$ cat config.mk
export PLATFORM = sky130hd
export DESIGN_NAME = fall_alarm_ctrl_flat
export DESIGN_NICKNAME = d
export VERILOG_FILES = /design/src/rtl/fall_alarm_ctrl_pkg.sv /design/src/rtl/fall_alarm_ctrl_if.sv /design/src/rtl/fall_alarm_ctrl_key_debounce.sv /design/src/rtl/fall_alarm_ctrl.sv /design/src/flat_wrapper.sv
export SDC_FILE = /design/constraint.sdc
export NUM_CORES = 1
export LEC_CHECK = 0
export BUFFER_PORTS_ARGS = -buffer_cell sky130_fd_sc_hd__buf_4
export CORE_MARGIN = 2
export CORE_UTILIZATION = 60
export CTS_CLUSTER_SIZE = 12
export DETAILED_ROUTE_END_ITERATION = 10
export MAX_ROUTING_LAYER = met4
export PLACE_DENSITY = 0.88
export SYNTH_ARGS = -nofsm -noshare
export SYNTH_HDL_FRONTEND = slang
export SYNTH_SLANG_ARGS = --single-unit
export TNS_END_PERCENT = 20
$ cat constraint.sdc
create_clock -name clk -period 2.5 [get_ports clk]
set_input_delay 0.5 -clock clk [delete_from_list [all_inputs] [get_ports clk]]
set_output_delay 0.5 -clock clk [all_outputs]
set_load 0.05 [all_outputs]
$ cat src/rtl/fall_alarm_ctrl_pkg.sv
// Shared definitions for the fall alarm controller: state encoding,
// default cycle counts at 50 MHz and the saturating alarm counter helper.
package fall_alarm_ctrl_pkg;

  typedef enum logic [1:0] {
    ST_IDLE     = 2'b00,
    ST_CONFIRM  = 2'b01,
    ST_ALERT    = 2'b10,
    ST_COOLDOWN = 2'b11
  } state_t;

  // 5 s of persistent fall before the alarm fires
  localparam int          CONFIRM_CYC_DEF   = 250_000_000;
  // 60 s hold-off after an alarm; exceeds int range, so kept as 32-bit unsigned
  localparam logic [31:0] COOLDOWN_CYC_DEF  = 32'd3_000_000_000;
  // 20 ms of stable key level
  localparam int          DB_CYC_DEF        = 1_000_000;
  // 1 ms SMS enable pulse
  localparam int          SMS_PULSE_CYC_DEF = 50_000;

  localparam logic [7:0]  ALARM_CNT_MAX     = 8'd255;

  // Alarm counter sticks at its maximum instead of wrapping
  function automatic logic [7:0] sat_inc(input logic [7:0] v);
    return (v == ALARM_CNT_MAX) ? v : v + 8'd1;
  endfunction

endpackage

$ cat src/rtl/fall_alarm_ctrl_if.sv
// Signal bundle between the fall alarm controller and its surroundings:
// fall level and cancel key in, SMS enable, motor and status out.
interface fall_alarm_ctrl_if;
  import fall_alarm_ctrl_pkg::*;

  logic       fall_flag;
  logic       cancel_key;
  logic       sms_en;
  logic       vibrate;
  state_t     state;
  logic [7:0] alarm_cnt;

  // Surrounding system: drives sensor and key, observes alarm outputs
  modport master (
    output fall_flag, cancel_key,
    input  sms_en, vibrate, state, alarm_cnt
  );

  // Controller side
  modport slave (
    input  fall_flag, cancel_key,
    output sms_en, vibrate, state, alarm_cnt
  );

endinterface

$ cat src/rtl/fall_alarm_ctrl_key_debounce.sv
// Cancel button conditioning: 2-flop synchronizer, counter debounce and a
// one-cycle pulse when the debounced (active-low) level falls.
module key_debounce
  import fall_alarm_ctrl_pkg::*;
#(
  parameter int DB_CYC = DB_CYC_DEF
) (
  input  logic clk,
  input  logic rst,
  input  logic key,
  output logic cancel
);

  localparam int CW = (DB_CYC > 1) ? $clog2(DB_CYC) : 1;
  localparam logic [CW-1:0] DB_LAST = CW'(DB_CYC - 1);

  logic          key_m;
  logic          key_s;
  logic          level;
  logic [CW-1:0] cnt;

  // Synchronize the raw key; idle level of the button is high
  always_ff @(posedge clk) begin
    if (rst) begin
      key_m <= 1'b1;
      key_s <= 1'b1;
    end else begin
      key_m <= key;
      key_s <= key_m;
    end
  end

  // Accept a new level only after DB_CYC consecutive differing samples;
  // any sample matching the current level restarts the count
  always_ff @(posedge clk) begin
    if (rst) begin
      level  <= 1'b1;
      cnt    <= '0;
      cancel <= 1'b0;
    end else begin
      cancel <= 1'b0;
      if (key_s == level) begin
        cnt <= '0;
      end else if (cnt == DB_LAST) begin
        level  <= key_s;
        cnt    <= '0;
        // only the 1->0 (press) transition produces a cancel
        cancel <= level;
      end else begin
        cnt <= cnt + 1'b1;
      end
    end
  end

endmodule

$ cat src/rtl/fall_alarm_ctrl.sv
// Fall alarm controller: a sustained fall level is confirmed for
// CONFIRM_CYC cycles (user can cancel), then an SMS pulse is issued and the
// controller holds off new falls for COOLDOWN_CYC cycles.
module fall_alarm_ctrl
  import fall_alarm_ctrl_pkg::*;
#(
  parameter int          CONFIRM_CYC   = CONFIRM_CYC_DEF,
  parameter logic [31:0] COOLDOWN_CYC  = COOLDOWN_CYC_DEF,
  parameter int          DB_CYC        = DB_CYC_DEF,
  parameter int          SMS_PULSE_CYC = SMS_PULSE_CYC_DEF
) (
  input logic               clk,
  input logic               rst,
  fall_alarm_ctrl_if.slave  bus
);

  // Terminal timer values: each timed state lasts exactly N cycles
  localparam logic [31:0] CONFIRM_LAST  = 32'(CONFIRM_CYC - 1);
  localparam logic [31:0] COOLDOWN_LAST = COOLDOWN_CYC - 32'd1;
  localparam logic [31:0] SMS_LAST      = 32'(SMS_PULSE_CYC - 1);

  logic        fall_m;
  logic        fall_s;
  logic        cancel;
  state_t      st;
  logic [31:0] timer;
  logic        sms_q;
  logic        vib_q;
  logic [7:0]  cnt_q;

  // Fall level comes from another clock domain
  always_ff @(posedge clk) begin
    if (rst) begin
      fall_m <= 1'b0;
      fall_s <= 1'b0;
    end else begin
      fall_m <= bus.fall_flag;
      fall_s <= fall_m;
    end
  end

  key_debounce #(.DB_CYC(DB_CYC)) u_key (
    .clk    (clk),
    .rst    (rst),
    .key    (bus.cancel_key),
    .cancel (cancel)
  );

  // Alarm sequencer; one shared timer restarts on every state change and
  // outputs are registered alongside the state so they never lag it
  always_ff @(posedge clk) begin
    if (rst) begin
      st    <= ST_IDLE;
      timer <= '0;
      sms_q <= 1'b0;
      vib_q <= 1'b0;
      cnt_q <= '0;
    end else begin
      case (st)
        ST_IDLE: begin
          timer <= '0;
          if (fall_s) begin
            st    <= ST_CONFIRM;
            vib_q <= 1'b1;
          end
        end
        ST_CONFIRM: begin
          // cancel and a dropped fall both take priority over the timeout
          if (cancel || !fall_s) begin
            st    <= ST_IDLE;
            timer <= '0;
            vib_q <= 1'b0;
          end else if (timer == CONFIRM_LAST) begin
            st    <= ST_ALERT;
            timer <= '0;
            sms_q <= 1'b1;
            cnt_q <= sat_inc(cnt_q);
          end else begin
            timer <= timer + 32'd1;
          end
        end
        ST_ALERT: begin
          // sms_en spans the whole ALERT visit, so it is exactly one pulse
          if (timer == SMS_LAST) begin
            st    <= ST_COOLDOWN;
            timer <= '0;
            sms_q <= 1'b0;
            vib_q <= 1'b0;
          end else begin
            timer <= timer + 32'd1;
          end
        end
        ST_COOLDOWN: begin
          if (timer == COOLDOWN_LAST) begin
            st    <= ST_IDLE;
            timer <= '0;
          end else begin
            timer <= timer + 32'd1;
          end
        end
        default: begin
          st    <= ST_IDLE;
          timer <= '0;
          sms_q <= 1'b0;
          vib_q <= 1'b0;
        end
      endcase
    end
  end

  assign bus.state     = st;
  assign bus.sms_en    = sms_q;
  assign bus.vibrate   = vib_q;
  assign bus.alarm_cnt = cnt_q;

endmodule

$ cat src/flat_wrapper.sv
// flat-port wrapper written by rule: the top's interface ports become plain ports
module fall_alarm_ctrl_flat import fall_alarm_ctrl_pkg::*;
#(
  parameter int          CONFIRM_CYC   = CONFIRM_CYC_DEF,
  parameter logic [31:0] COOLDOWN_CYC  = COOLDOWN_CYC_DEF,
  parameter int          DB_CYC        = DB_CYC_DEF,
  parameter int          SMS_PULSE_CYC = SMS_PULSE_CYC_DEF
)
  (clk, rst, bus_fall_flag, bus_cancel_key, bus_sms_en, bus_vibrate, bus_state, bus_alarm_cnt);
  fall_alarm_ctrl_if bus_i ();
  input logic clk;
  input logic rst;
  input wire logic [$bits(bus_i.fall_flag)-1:0] bus_fall_flag;
  input wire logic [$bits(bus_i.cancel_key)-1:0] bus_cancel_key;
  output wire logic [$bits(bus_i.sms_en)-1:0] bus_sms_en;
  output wire logic [$bits(bus_i.vibrate)-1:0] bus_vibrate;
  output wire logic [$bits(bus_i.state)-1:0] bus_state;
  output wire logic [$bits(bus_i.alarm_cnt)-1:0] bus_alarm_cnt;
  assign bus_i.fall_flag = bus_fall_flag;
  assign bus_i.cancel_key = bus_cancel_key;
  assign bus_sms_en = bus_i.sms_en;
  assign bus_vibrate = bus_i.vibrate;
  assign bus_state = bus_i.state;
  assign bus_alarm_cnt = bus_i.alarm_cnt;
  fall_alarm_ctrl #(.CONFIRM_CYC(CONFIRM_CYC), .COOLDOWN_CYC(COOLDOWN_CYC), .DB_CYC(DB_CYC), .SMS_PULSE_CYC(SMS_PULSE_CYC)) u_core (.clk(clk), .rst(rst), .bus(bus_i));
endmodule
== Yosys cells after proc, flatten, opt, wreduce, memory -nomap -nowiden ==
Index checks and enable logic that the tools add are counted.

* Bits in registers: 70
* Bits of input ports: 4
* Output and inout bits: 12
* Word-level logic and storage cells: 65

* Add/sub/neg operators: 3
* Eq/ne operators: 16
* Multiplexer cells: 18
* Bitwise operators: 4
* Reduce and logical (&&, ||, !) cells: 12

{| class="wikitable"
|+ Operators by type and width
! cell !! number
|-
| $mux W32 || 4
|-
| $pmux W32 S4 || 1
|-
| $add A32 B1 Y32 const B || 1
|-
| $eq A32 B16 Y1 const B || 1
|-
| $eq A32 B28 Y1 const B || 1
|-
| $eq A32 B32 Y1 const B || 1
|-
| $add A20 B1 Y20 const B || 1
|-
| $eq A20 B20 Y1 const B || 1
|-
| $reduce_and A4 Y1 || 4
|-
| $mux W2 || 5
|-
| $ne A2 B1 Y1 const B || 5
|-
| $add A8 B1 Y8 const B || 1
|-
| $eq A8 B8 Y1 const B || 1
|-
| $pmux W2 S4 || 1
|-
| $reduce_or A3 Y1 || 2
|-
| $mux W1 || 5
|-
| $eq A2 B2 Y1 const B || 2
|-
| $not A1 Y1 || 4
|-
| $ne A3 B1 Y1 const B || 1
|-
| $pmux W1 S3 || 1
|-
| $reduce_bool A3 Y1 || 1
|-
| $eq A2 B1 Y1 const B || 1
|-
| $logic_not A2 Y1 || 1
|-
| $ne A2 B2 Y1 const B || 1
|-
| other kinds (6) || 6
|}

== Depth between registers and ports, before layout ==
* Word-level depth: 4
* Depth in mapped cells: 9
* Depth with buffers taken out: 8

== Modules after synthesis ==
A second synthesis with hierarchy kept.

* Cell total of the unflattened synthesis: 371
* Area total of the unflattened synthesis: 3,293.2 µm²

{| class="wikitable"
|+ By module, submodules not included
! module !! instances !! cells an instance !! area an instance (µm²)
|-
| fall_alarm_ctrl || 1 || 253 || 2,233.4
|-
| key_debounce || 1 || 118 || 1,059.8
|}

== Least setup slack after synthesis ==
OpenSTA, ideal clock, no wires.

* Kind: register to register
* Start: reg u_core.st[0] (netlist: u_core.bus.state[0])
* End: reg u_core.cnt_q[3] (netlist: u_core.bus.alarm_cnt[3])
* Arrival: 2,359 ps
* Required time: 2,429 ps
* Path slack: 70 ps
* Stages on the path, launching flop included: 8
* Buffers on the path: 1
* Cells stage by stage: dfxtp_1 ha_1 and3b_1 o21ai_0 or4_1 buf_6 or3_1 a21oi_1

* Longest elaborated chain between the ends: 2

{| class="wikitable"
|+ RTL lines
! item !! line !! source
|-
| from (decl) || fall_alarm_ctrl.sv:25 || <nowiki>state_t st;</nowiki>
|-
| from (signal assigned) || fall_alarm_ctrl.sv:53 || <nowiki>st <= ST_IDLE;</nowiki>
|-
| from (signal assigned) || fall_alarm_ctrl.sv:63 || <nowiki>st <= ST_CONFIRM;</nowiki>
|-
| from (signal assigned) || fall_alarm_ctrl.sv:70 || <nowiki>st <= ST_IDLE;</nowiki>
|-
| $eq A2 B1 Y1 || fall_alarm_ctrl.sv:59 || <nowiki>case (st)</nowiki>
|-
| $reduce_and A4 Y1 (no source line) || - ||
|-
| to (signal assigned) || fall_alarm_ctrl.sv:77 || <nowiki>cnt_q <= sat_inc(cnt_q);</nowiki>
|-
| to (decl) || fall_alarm_ctrl.sv:29 || <nowiki>logic [7:0] cnt_q;</nowiki>
|}

Every way passes these cells.
A chain may end at the register's enable or synchronous reset.

== Final worst setup path ==
* Start: reg u_core.timer[0]
* End: reg u_core.timer[3]

* Longest elaborated chain between the ends: 4

{| class="wikitable"
|+ RTL lines
! item !! line !! source
|-
| from (decl) || fall_alarm_ctrl.sv:26 || <nowiki>logic [31:0] timer;</nowiki>
|-
| from (signal assigned) || fall_alarm_ctrl.sv:79 || <nowiki>timer <= timer + 32'd1;</nowiki>
|-
| from (signal assigned) || fall_alarm_ctrl.sv:90 || <nowiki>timer <= timer + 32'd1;</nowiki>
|-
| from (signal assigned) || fall_alarm_ctrl.sv:98 || <nowiki>timer <= timer + 32'd1;</nowiki>
|-
| $add A32 B1 Y32 or $eq A32 B28 Y1 (tied branches) || - ||
|-
| $mux W32 || fall_alarm_ctrl.sv:73 || <nowiki>end else if (timer == CONFIRM_LAST) begin</nowiki>
|-
| $mux W32 || fall_alarm_ctrl.sv:69 || <nowiki>if (cancel || !fall_s) begin</nowiki>
|-
| $pmux W32 S4 (*) || fall_alarm_ctrl.sv:59 ||
|}

Every way passes the cells marked *; elsewhere a longest branch is shown, timed or not.

==> flow_summary.yaml <==
pwr:
  switching_power_mw: 0.537
  p_int_mw: 1.64
  swShare_pct: 24.7
  pwr-share-comb_pct: 4.6
  ir_worst_vdd_mv: 0.592
  power_frac_clock_pct: 43.3
  pwr-share-seq_pct: 52.1
  cellLeakagePower_nw: 1.22
  power.density_mw_per_mm2: 595
setup_path:
  worstSetupEndpointType: "register"
  cp-start-kind: "register"
  critPathKind: "register to register"
  worstPathRequired_ps: 2740
  crit_arrival_ps: 2620
  crit_path_max_fanout: 32
global_routing:
  grt_pass1_vias: 2485
  overflow: 0
  grtUsageTotal_pct: 23.3
  grt_pass1_wl_mm: 11.0
  grt_max_degree: 33
  grt_antenna_before_repair: 0
placed_design:
  placed_cells: 446
  place.gp.congestion: 0.865
  dp.final_hpwl_mm: 4.30
  port_buffers: 15
  place_ws_ps: 143
sta:
  period_minus_slack_ps: 2370
  setup_ws_ps: 127
  fin_tns_setup_ps: 0
  setup_violations: 0
  slew_violations: 0
  hold_viol: 0
  tightestPinTransition_ps: 467
  period_share_pct: 94.9
  rsz0062_at_grt: "no"
  relSlewSlack_pct: 68.7
  skew_ps: 7.55
  fmax_ghz: 0.421
route:
  drt-pass1-iter-count: 4
  routed_wl_mm: 6.25
  drt_iter0_drc: 162
  postRouteAntennaNets: 0
  num_vias: 2567
  drcViolationCount: 0
  viasPerCell: 5.56
  wl_per_cell_um: 13.5
floorplan:
  core_area_mm2: 0.00514
  dieWidth_um: 77.4
  fp.dieH_um: 77.4
  io_pins: 16
  die_area_mm2: 0.00599
  row_count: 26
  start_util_pct: 62.9
clock_tree:
  htree_levels: 3
  cts_buffers: 9
  clk_pin_slew_ps: 80
  cts.sinks: 70
  cts_buffer_depth: 2
  clk_latency_ps: 350
  cts-root-buf: "clkbuf_8"
  cts_tree: "yes"
synth:
  ys_types: 46
  syn_nets: 376
  synth_area_mm2: 0.00323
  syn-instance-count: 364
  yosys_most_used_dff: "dfxtp_1"
  synth_seq_area_share_pct: 43.3
  ys_ff_latch: 70
  yosysWarnings: 0
  synth-edff-count: 0
  syn_avg_cell_area_um2: 8.88
  synthArstFlopShare_pct: 0
outcome:
  status: "complete, no violations"
finish:
  drive_above_1_share_pct: 13.8
  multi_input_area_mm2: 0.00173
  syn_to_final_growth_pct: 12.9
  mostFrequentLayoutCells: "nor2_1, dfxtp_1, xor2_1"
  layout.cells.most_common: "nor2_1"
  ff_latch_area_mm2: 0.00140
  utilization_pct: 71.0
  antennaDiodeCount: 0
  final_nets: 399
  final_cells: 462
  nFillCells: 378
worst_hold_path:
  hold_class: "primary input to register"
job:
  cap_violations: 0
==> final timing paths <==
check,from,endpoint,slack (ps),depth (start not counted)
worst max-delay path,u_core.timer[0]$_SDFF_PP0_,u_core.timer[3]$_SDFF_PP0_,130,8
worst min-delay path,bus_cancel_key,u_core.u_key.key_m$_SDFF_PP1_,340,2
worst max register to register,u_core.timer[0]$_SDFF_PP0_,u_core.timer[3]$_SDFF_PP0_,130,8
worst min register to register,u_core.u_key.key_m$_SDFF_PP1_,u_core.u_key.key_s$_SDFF_PP1_,410,1
==> layout make-up <==
type	instances	share of cell area, %
inverters	11	1.13
repair buffers	23	5.07
multi-input cells	272	47.4
clock buffers	9	3.39
clock inverters	7	2.23
well taps	70	2.40
flip-flops and latches	70	38.4
==> power by group through the flow <==
| stage | registers [mW] | clock network [mW] | logic, mW |
|---|---|---|---|
| after CTS | 1.13 | 0.954 | 0.101 |
| after detailed placement | 1.16 | 0 | 0.0998 |
| after global routing | 1.13 | 0.995 | 0.110 |
| after floorplan | 1.19 | 0 | 0.0410 |
| after global placement | 1.16 | 0 | 0.0986 |
| final | 1.13 | 0.940 | 0.101 |
==> worst max-delay path: stages, from the launching register on <==
cell	delay (ps)
dfxtp_1	390
ha_1	220
and3_1	270
nand4_1	180
or3_1	450
a22oi_2	280
a211o_2	210
buf_12	180
nor2_1	70
==> cell families after synthesis <==
kind of cell / share of synthesized area, %
AND/OR/NAND/NOR: 30.7
flip-flops: 43.3
XOR/XNOR: 14.9
buffers and inverters: 3.25
AO/OA/AOI/OAI: 4.41
adder cells (fa/ha/maj): 3.10
multiplexers: 0.310
==> flip-flops by register name (all words and copies together) (netlist names), named ones only <==
name / cells
u_core.bus.sms_en: 1
u_core.bus.state: 1
u_core.u_key.key_s: 1
u_core.fall_m: 1
u_core.timer: 32
u_core.u_key.cnt: 20
u_core.bus.alarm_cnt: 8
u_core.u_key.cancel: 1
u_core.bus.vibrate: 1
u_core.fall_s: 1
u_core.u_key.level: 1
u_core.u_key.key_m: 1
==> cells in the mapped netlist, types with 4 or more instances <==
library cell,instances,area (um^2)
and3_1,7,43.8
and4_1,4,35.0
clkbuf_1,4,15.0
dfxtp_1,70,1400
ha_1,8,100
inv_1,11,41.3
nand2_1,21,78.8
nand3_1,26,130
nand4_1,16,100
nor2_1,75,282
nor2b_1,4,25.0
nor3_1,5,25.0
nor3_2,4,40.0
nor4b_1,5,43.8
or3_1,4,25.0
xnor2_1,24,210
xor2_1,31,272
==> stage by stage <==
stage / hold slack [ps] / instance area [um^2] / total power, mW
detailed placement: 398 / 3440 / 1.26
finish: 337 / 3650 / 2.17
floorplan: 389 / 3230 / 1.23
global route: 323 / 3650 / 2.24
global placement: 397 / 3440 / 1.26
CTS: 327 / 3650 / 2.19
==> timing repair <==
| item | in CTS | in global routing |
|---|---|---|
| buffers inserted | 0 | 0 |
| endpoints found under the setup margin | 0 | 9 |
| hold buffers | 0 | 0 |
| resized for setup | 0 | 1 |
==> routing by layer <==
| layer | up-vias | routed length (um) | global-route usage (%) |
|---|---|---|---|
| li1 | 1288 | - | - |
| met2 | 43 | 3180 | 39.3 |
| met5 | - | 0 | - |
| met1 | 1228 | 2750 | 27.3 |
| met4 | 0 | 62 | 6.07 |
| met3 | 8 | 263 | 6.98 |
No activity file was read; power rests on OpenSTA's default activity.
